--- src/rtl/uart_cmd_rx_if.sv ---
// ============================================================================
// Module : uart_cmd_rx_if
// Brief  : Serial input and command-strobe outputs of the UART command receiver.
// Rev    : 1.0  initial release
// ============================================================================
`default_nettype none

interface uart_cmd_rx_if;
   logic       rxd;
   logic       latchCommand;
   logic [7:0] command;
   logic       frameError;
   logic       rxBusy;

   // Receiver side: consumes the serial line, sources the command stream.
   modport master (
      input  rxd,
      output latchCommand,
      output command,
      output frameError,
      output rxBusy
   );

   // Host/decoder side: drives the serial line, consumes the command stream.
   modport slave (
      output rxd,
      input  latchCommand,
      input  command,
      input  frameError,
      input  rxBusy
   );
endinterface

`default_nettype wire

--- src/rtl/uart_cmd_rx.sv ---
// ============================================================================
// Module : uart_cmd_rx
// Brief  : 8N1 serial receiver that presents good bytes as a one-cycle command
//          strobe; bad stop bits raise frameError and wait out any break.
// Rev    : 1.0  initial release
// ============================================================================
`default_nettype none

module uart_cmd_rx #(
   parameter int CLKS_PER_BIT = 417
) (
   input  wire logic      clk,
   input  wire logic      rst,
   uart_cmd_rx_if.master  bus
);

   localparam logic [15:0] c_FULL_M1 = 16'(CLKS_PER_BIT - 1);
   localparam logic [15:0] c_HALF_M1 = 16'((CLKS_PER_BIT / 2) - 1);

   typedef enum logic [2:0] {
      S_IDLE  = 3'd0,
      S_START = 3'd1,
      S_DATA  = 3'd2,
      S_STOP  = 3'd3,
      S_BREAK = 3'd4
   } state_t;

   logic        r_sync1;
   logic        r_sync2;
   logic        w_rxs;

   state_t      r_state;
   logic [15:0] r_cnt;
   logic [2:0]  r_idx;
   logic [7:0]  r_shift;
   logic [7:0]  r_command;
   logic        r_latch;
   logic        r_ferr;
   logic        r_busy;

   always_ff @(posedge clk) begin
      if (rst) begin
         r_sync1 <= 1'b1;
         r_sync2 <= 1'b1;
      end else begin
         r_sync1 <= bus.rxd;
         r_sync2 <= r_sync1;
      end
   end

   assign w_rxs = r_sync2;

   always_ff @(posedge clk) begin
      if (rst) begin
         r_state   <= S_IDLE;
         r_cnt     <= 16'd0;
         r_idx     <= 3'd0;
         r_shift   <= 8'h00;
         r_command <= 8'h00;
         r_latch   <= 1'b0;
         r_ferr    <= 1'b0;
         r_busy    <= 1'b0;
      end else begin
         r_latch <= 1'b0;
         r_ferr  <= 1'b0;
         case (r_state)
            S_IDLE: begin
               if (!w_rxs) begin
                  r_cnt   <= 16'd0;
                  r_state <= S_START;
                  r_busy  <= 1'b1;
               end
            end

            S_START: begin
               if (r_cnt == c_HALF_M1) begin
                  r_cnt <= 16'd0;
                  if (!w_rxs) begin
                     r_idx   <= 3'd0;
                     r_state <= S_DATA;
                  end else begin
                     // Line bounced back high before mid-start: treat as noise.
                     r_state <= S_IDLE;
                     r_busy  <= 1'b0;
                  end
               end else begin
                  r_cnt <= r_cnt + 16'd1;
               end
            end

            S_DATA: begin
               if (r_cnt == c_FULL_M1) begin
                  r_cnt          <= 16'd0;
                  r_shift[r_idx] <= w_rxs;
                  if (r_idx == 3'd7) begin
                     r_state <= S_STOP;
                  end else begin
                     r_idx <= r_idx + 3'd1;
                  end
               end else begin
                  r_cnt <= r_cnt + 16'd1;
               end
            end

            S_STOP: begin
               if (r_cnt == c_FULL_M1) begin
                  r_cnt <= 16'd0;
                  if (w_rxs) begin
                     r_command <= r_shift;
                     r_latch   <= 1'b1;
                     r_state   <= S_IDLE;
                     r_busy    <= 1'b0;
                  end else begin
                     r_ferr  <= 1'b1;
                     r_state <= S_BREAK;
                  end
               end else begin
                  r_cnt <= r_cnt + 16'd1;
               end
            end

            // A held-low line must not decode as a stream of 0x00 frames.
            S_BREAK: begin
               if (w_rxs) begin
                  r_state <= S_IDLE;
                  r_busy  <= 1'b0;
               end
            end

            default: begin
               r_state <= S_IDLE;
               r_busy  <= 1'b0;
            end
         endcase
      end
   end

   assign bus.latchCommand = r_latch;
   assign bus.command      = r_command;
   assign bus.frameError   = r_ferr;
   assign bus.rxBusy       = r_busy;

endmodule

`default_nettype wire

--- src/flat_wrapper.sv ---
// flat-port wrapper written by rule: the top's interface ports become plain ports
module uart_cmd_rx_flat 
#(
   parameter int CLKS_PER_BIT = 417
)
  (clk, rst, bus_rxd, bus_latchCommand, bus_command, bus_frameError, bus_rxBusy);
  uart_cmd_rx_if bus_i ();
  input  wire logic clk;
  input  wire logic rst;
  input wire logic [$bits(bus_i.rxd)-1:0] bus_rxd;
  output wire logic [$bits(bus_i.latchCommand)-1:0] bus_latchCommand;
  output wire logic [$bits(bus_i.command)-1:0] bus_command;
  output wire logic [$bits(bus_i.frameError)-1:0] bus_frameError;
  output wire logic [$bits(bus_i.rxBusy)-1:0] bus_rxBusy;
  assign bus_i.rxd = bus_rxd;
  assign bus_latchCommand = bus_i.latchCommand;
  assign bus_command = bus_i.command;
  assign bus_frameError = bus_i.frameError;
  assign bus_rxBusy = bus_i.rxBusy;
  uart_cmd_rx #(.CLKS_PER_BIT(CLKS_PER_BIT)) u_core (.clk(clk), .rst(rst), .bus(bus_i));
endmodule
--- config.mk ---
export PLATFORM = sky130hd
export DESIGN_NAME = uart_cmd_rx_flat
export DESIGN_NICKNAME = d
export VERILOG_FILES = /design/src/rtl/uart_cmd_rx_if.sv /design/src/rtl/uart_cmd_rx.sv /design/src/flat_wrapper.sv
export SDC_FILE = /design/constraint.sdc
export NUM_CORES = 1
export LEC_CHECK = 0
export CORE_MARGIN = 3
export CORE_UTILIZATION = 52
export DETAILED_ROUTE_END_ITERATION = 7
export PLACE_DENSITY = 0.75
export SYNTH_ARGS = -nofsm -noshare
export SYNTH_HDL_FRONTEND = slang
export SYNTH_SLANG_ARGS = --single-unit
--- constraint.sdc ---
create_clock -name clk -period 1.9 [get_ports clk]
set_clock_uncertainty 0.15 [all_clocks]
set_input_delay 0.19 -clock clk [delete_from_list [all_inputs] [get_ports clk]]
set_output_delay 0.19 -clock clk [all_outputs]
set_load 0.1 [all_outputs]
Yosys cells after proc, flatten, opt, wreduce, memory -nomap -nowiden
Cells that the tools add are included.
Operators by class
  $mul: 0
  muxes and demuxes: 28
  divide/modulo/power cells: 0
  bitwise gates (word level): 3
  eq/ne operators: 15
  reduce and logical (&&, ||, !) cells: 12
  order comparisons: 2
  add/subtract/negate cells: 2
  shifts and indexed selects: 0
Operators by type and width (number)
  16-bit two-way mux: 3
  16-bit case mux with 3 select lines: 1
  3-bit two-way mux: 11
  16-bit by 1-bit adder with 16-bit output (second input constant): 1
  16-bit by 8-bit == test with 1-bit output (second input constant): 1
  16-bit by 9-bit == test with 1-bit output (second input constant): 1
  3-bit case mux with 5 select lines: 1
  2-bit by 1-bit inequality test with 1-bit output (second input constant): 5
  8-bit bitwise mux: 1
  1-bit two-way mux: 7
  3-bit by 2-bit == test with 1-bit output (second input constant): 2
  3-bit == test (second input constant): 2
  2-bit inequality test (second input constant): 3
  3-bit case mux with 2 select lines: 1
  6-bit AND reduction: 1
  1-bit case mux with 5 select lines: 1
  5-bit AND reduction: 1
  3-bit by 4-bit less-than comparator with 1-bit output (second input constant): 1
  2-bit AND reduction: 2
  4-bit AND reduction: 1
  3-bit by 1-bit adder with 3-bit output (second input constant): 1
  1-bit demux with 3-bit select: 1
  3-bit by 1-bit == test with 1-bit output (second input constant): 1
  3-bit by 1-bit >= comparator with 1-bit output (second input constant): 1
  9 further kinds: 11
Word-level totals
  input bits: 3
  output and inout port bits: 11
  memories kept: 0
  bits in writable memories: 0
  bits in latches: 0
  bits in registers: 43
  memory bits (read-only): 0

Logic depth before layout (Yosys ltp)
  word-level depth: 5
  mapped depth: 9
  gate-level depth less buffers: 7

Least setup slack after synthesis
No wires, ideal clock.
  path kind: reg-to-reg
  start point: reg u_core.r_cnt[6]
  end point: reg u_core.r_shift[1]
  setup time: 0.130 ns
  path buffers: 2
  slack: -0.019 ns
  cell stages (with the launch flop): 8
  period minus slack after synthesis: 1.919 ns
  data arrival time: 1.640 ns
  cells stage by stage: dfxtp_1 > buf_6 > nor4b_2 > nand4_1 > buf_2 > or3_4 > o311ai_2 > o41ai_1
Between the ends
  cells in the longest elaborated chain, start to end: 2
RTL lines
  start: declaration: RTL line uart_cmd_rx.sv:33  | logic [15:0] r_cnt;
  start signal: assignment: RTL line uart_cmd_rx.sv:87  | r_cnt <= r_cnt + 16'd1;
  start signal: assignment: RTL line uart_cmd_rx.sv:101  | r_cnt <= r_cnt + 16'd1;
  start signal: assignment: RTL line uart_cmd_rx.sv:118  | r_cnt <= r_cnt + 16'd1;
  16-bit by 9-bit == test with 1-bit output: RTL line uart_cmd_rx.sv:92  | if (r_cnt == c_FULL_M1) begin
  2-bit AND reduction (no source line)
  end signal: indexed assignment: RTL line uart_cmd_rx.sv:94  | r_shift[r_idx] <= w_rxs;
  end: declaration: RTL line uart_cmd_rx.sv:35  | logic [7:0] r_shift;
No other way between the ends.
A chain may end at the register's enable or synchronous reset.

Worst setup path in the final report
  start point: reg u_core.r_cnt[0]
  end point: reg u_core.r_idx[2]
Between the ends
  cells in the longest elaborated chain, start to end: 3
  elaborated cells on any way between the ends: 5
  those cells by class: eq/ne: 4; reduce/logical: 1
RTL lines
  16-bit by 9-bit == test with 1-bit output or 16-bit by 8-bit == test with 1-bit output (tied branches): RTL line uart_cmd_rx.sv:92, uart_cmd_rx.sv:76
  2-bit by 1-bit inequality test with 1-bit output (no source line)
  5-bit AND reduction (no source line) (*)
  end signal: assignment: RTL line uart_cmd_rx.sv:98  | r_idx <= r_idx + 3'd1;
  end: declaration: RTL line uart_cmd_rx.sv:34  | logic [2:0] r_idx;
Every way passes the cells marked *; elsewhere a longest branch is shown, timed or not.

==> impl_metrics.ini <==
[setup_path]
critPathMaxStageDelay_ps = 360
arrival_ps = 1990
worst_r2r_endpoint = u_core.r_idx[2]$_SDFFE_PP0P_
reg2reg_depth = 6
timing.critical_path.cells = ha_1, and3_4, nand4_1, o32a_1, a311o_1, mux2i_1
critPathCaptureType = flop
crit_slowest_cell = sky130_fd_sc_hd__a311o_1
timing_worst_setup_path_type = flop to flop
r2r_setup_slack_ps = -50
critPathMaxFanout = 4
critical_path_required_ps = 1940
timing.critical_path.from_type = flop
r2r-start = u_core.r_cnt[0]$_SDFFE_PP0P_

[yosys]
yosysSeqAreaShare = 0.4193
ys_seq_elements = 43
synthesis.area_mm2 = 0.002053
total_nets_after_synthesis = 236
synth-edff-count = 0
primary_flip_flop_cell_chosen_by_synthesis_mapping = sky130_fd_sc_hd__dfxtp_1
ys_async_sr_fraction = 0
yosys_warnings = 0
yosys.cell_types.count = 52
syn_avg_cell_area_um2 = 8.966
synthCells = 229

[cells_and_area]
post_layout_nonfiller_instances = 334
final_cell_mix = sky130_fd_sc_hd__buf_4 (53), sky130_fd_sc_hd__dfxtp_1 (33), sky130_fd_sc_hd__nor2_1 (27), sky130_fd_sc_hd__nand2_1 (27), sky130_fd_sc_hd__mux2i_1 (16)
area_growth_syn_to_layout_pct = 34.49
antenna_cells = 0
nFillCells = 276
layout_commonest_cell = sky130_fd_sc_hd__buf_4
fin_area_mm2 = 0.002761
number_of_nets_in_the_layout = 292
final_layout_size_suffix_gt1_frac = 0.3497

[global_route]
grt_util_all_layers = 0.2250
antenna_violations_before_repair = 0
via_count_of_the_first_global_routing_pass = 1666
grt_start_max_net_pins = 18
grt_overflow_total = 0
grt_first_pass_wirelength_mm = 7.845

[floorplanning]
fp.dieW_um = 68.84
design.portCount = 14
floorplan.rows = 22
initial_utilization = 0.5485
die_y_um = 68.84
core_region_area_mm2 = 0.003744
die-area_mm2 = 0.004738

[route]
drtIter0Drc = 202
antenna_left = 0
vias_per_cell = 5.596
num_vias = 1869
drt-wirelength-per-cell_um = 14.88
total_routed_length_mm = 4.970
drcViolationCount = 0
detailedRoute.firstPassIterationCount = 4

[hold_path]
worst_hold_path.num_cells = 1
hold_class = flop to flop
min-delay-start = u_core.r_sync1$_SDFF_PP1_
hold_path_end = u_core.r_sync2$_SDFF_PP1_

[sta]
max_clock_freq_ghz = 0.5132
worst_slew_margin_rel = 0.5400
timing.setup.tns_ps = -227.4
worst_pin_slew_ps = 687.4
min_period_over_period = 1.026
drv_slew = 0
setup_repair_after_global_routing_missed_its_margin = yes
hold_viol_final = 0
final_critical_path_setup_slack_ps = -48.54
setup-violations-final = 7
layout_min_cycle_time_ps = 1949

[pwr]
power.total_mw = 1.643
static-leakage-power_nw = 1.058
worst_ir_drop_vdd_mv = 0.6173
power_density_mw_per_mm2 = 594.8

[clocking]
clock_sink_count = 43
worst_skew_pair.late_latency_ps = 300
clock_tree.buffer_depth = 2
tritoncts = done
cts.reportedPaths.clkPinSlew_ps = 90
root_buffer_cell = sky130_fd_sc_hd__clkbuf_8
cts_htree_levels = 2
clock_buffer_count_from_cts = 5

[placement]
dp.cells = 321
buffer_ports.inserted = 13
dp_hpwl_mm = 3.403
dpl-instance-area_mm2 = 0.002471
gp_congestion = 0.9172
dp_slack_ps = -112.0

[outcome]
failed_checks = setup timing
status = finished with violations

[job]
maxCapViolations = 0
-- stage by stage --
stage               hold slack (ps)  utilization
floorplan                     143.8            -
global placement              242.1       0.6601
detailed placement            247.7       0.6601
CTS                           268.7       0.7096
global route                  280.5       0.7376
finish                        263.8       0.7376
-- critical path: cells and delay by family, from the launching register on --
| family | cells | cell delay, ps |
|---|---|---|
| AOI/OAI and AO/OA | 2 | 610 |
| and+or+nand+nor | 2 | 410 |
| DFF | 1 | 350 |
| adders and majority gates | 1 | 170 |
| muxes | 1 | 140 |
-- worst max-delay path by stage --
stage | from | endpoint | slack [ps]
after floorplan | u_core.r_cnt[6]$_SDFFE_PP0P_ | u_core.r_shift[1]$_SDFFE_PP0P_ | -20
after global placement | u_core.r_cnt[15]$_SDFFE_PP0P_ | u_core.r_idx[0]$_SDFFE_PP0P_ | -90
after detailed placement | u_core.r_cnt[0]$_SDFFE_PP0P_ | u_core.r_cnt[2]$_SDFFE_PP0P_ | -110
after CTS | u_core.r_cnt[0]$_SDFFE_PP0P_ | u_core.r_idx[2]$_SDFFE_PP0P_ | -30
after global routing | u_core.r_cnt[0]$_SDFFE_PP0P_ | u_core.r_idx[1]$_SDFFE_PP0P_ | -150
final | u_core.r_cnt[0]$_SDFFE_PP0P_ | u_core.r_idx[2]$_SDFFE_PP0P_ | -50
-- cell usage after synthesis (2+ instances only) --
cell type / n / area share
sky130_fd_sc_hd__or3_1: 2 / 0.0061
sky130_fd_sc_hd__mux2i_1: 17 / 0.083
sky130_fd_sc_hd__nand4b_1: 2 / 0.0085
sky130_fd_sc_hd__nand2_1: 27 / 0.049
sky130_fd_sc_hd__a31oi_1: 3 / 0.0091
sky130_fd_sc_hd__nor4_1: 3 / 0.0091
sky130_fd_sc_hd__nand4_1: 7 / 0.021
sky130_fd_sc_hd__nor4_2: 3 / 0.018
sky130_fd_sc_hd__xnor2_1: 5 / 0.021
sky130_fd_sc_hd__inv_1: 9 / 0.016
sky130_fd_sc_hd__or2_2: 2 / 0.0061
sky130_fd_sc_hd__nor2_1: 30 / 0.055
sky130_fd_sc_hd__clkbuf_1: 5 / 0.0091
sky130_fd_sc_hd__and3_1: 4 / 0.012
sky130_fd_sc_hd__nor3b_1: 2 / 0.0073
sky130_fd_sc_hd__o21ai_0: 2 / 0.0049
sky130_fd_sc_hd__nor3_1: 5 / 0.012
sky130_fd_sc_hd__buf_2: 3 / 0.0073
sky130_fd_sc_hd__a21oi_1: 5 / 0.012
sky130_fd_sc_hd__dfxtp_1: 43 / 0.42
sky130_fd_sc_hd__a2111oi_2: 2 / 0.015
sky130_fd_sc_hd__xor2_1: 5 / 0.021
sky130_fd_sc_hd__nand3_1: 10 / 0.024
sky130_fd_sc_hd__ha_1: 4 / 0.024
sky130_fd_sc_hd__and2_1: 2 / 0.0061
-- layout make-up --
cell class	count	area, µm²	share of cell area
Clock buffer	5	68.82	0.02492
Clock inverter	3	26.28	0.009515
Inverter	9	33.78	0.01223
Multi-Input combinational cell	168	1247	0.4517
Sequential cell	43	873.3	0.3163
Tap cell	48	60.06	0.02175
Timing Repair Buffer	58	451.7	0.1636
-- report_power, final --
group	internal [mW]	switching, mW	total [mW]
combinational	0.0439	0.0737	0.118
sequential	0.905	0.00771	0.913
clock	0.270	0.342	0.612
-- flip-flops by register name, indices dropped and copies added, names as in the netlist --
register                 count
u_core.r_state               3
u_core.bus.latchCommand      1
u_core.bus.frameError        1
u_core.r_cnt                16
u_core.r_idx                 3
u_core.r_shift               8
u_core.r_sync1               1
u_core.bus.rxBusy            1
u_core.r_sync2               1
u_core.bus.command           8
-- timing repair --
item / in CTS / in global routing
hold buffers: 0 / 0
cloned: 1 / 1
resized for setup: 15 / 24
hold endpoints to repair: 0 / 0
pin swaps: 6 / 5
setup buffers: 1 / 2
endpoints found under the setup margin: 26 / 35
-- routing by layer --
metal	wire length, µm	GRT usage
met1	2323	0.3068
met2	2292	0.3361
met3	269	0.06321
met4	85	0.08516
met5	0	0
-- kinds of logic (layout without fill, tap and decap cells) --
kind of cell / after synthesis / in the layout / share of synthesized area
DFF: 43 / 43 / 0.4193
and+or+nand+nor: 107 / 107 / 0.2712
adders and majority gates: 5 / 5 / 0.02925
muxes: 17 / 17 / 0.08287
xor gates and xnor gates: 10 / 10 / 0.04265
buffers and inverters: 19 / 75 / 0.04205
AOI/OAI and AO/OA: 28 / 29 / 0.1127
No activity file was read; power rests on OpenSTA's default activity.
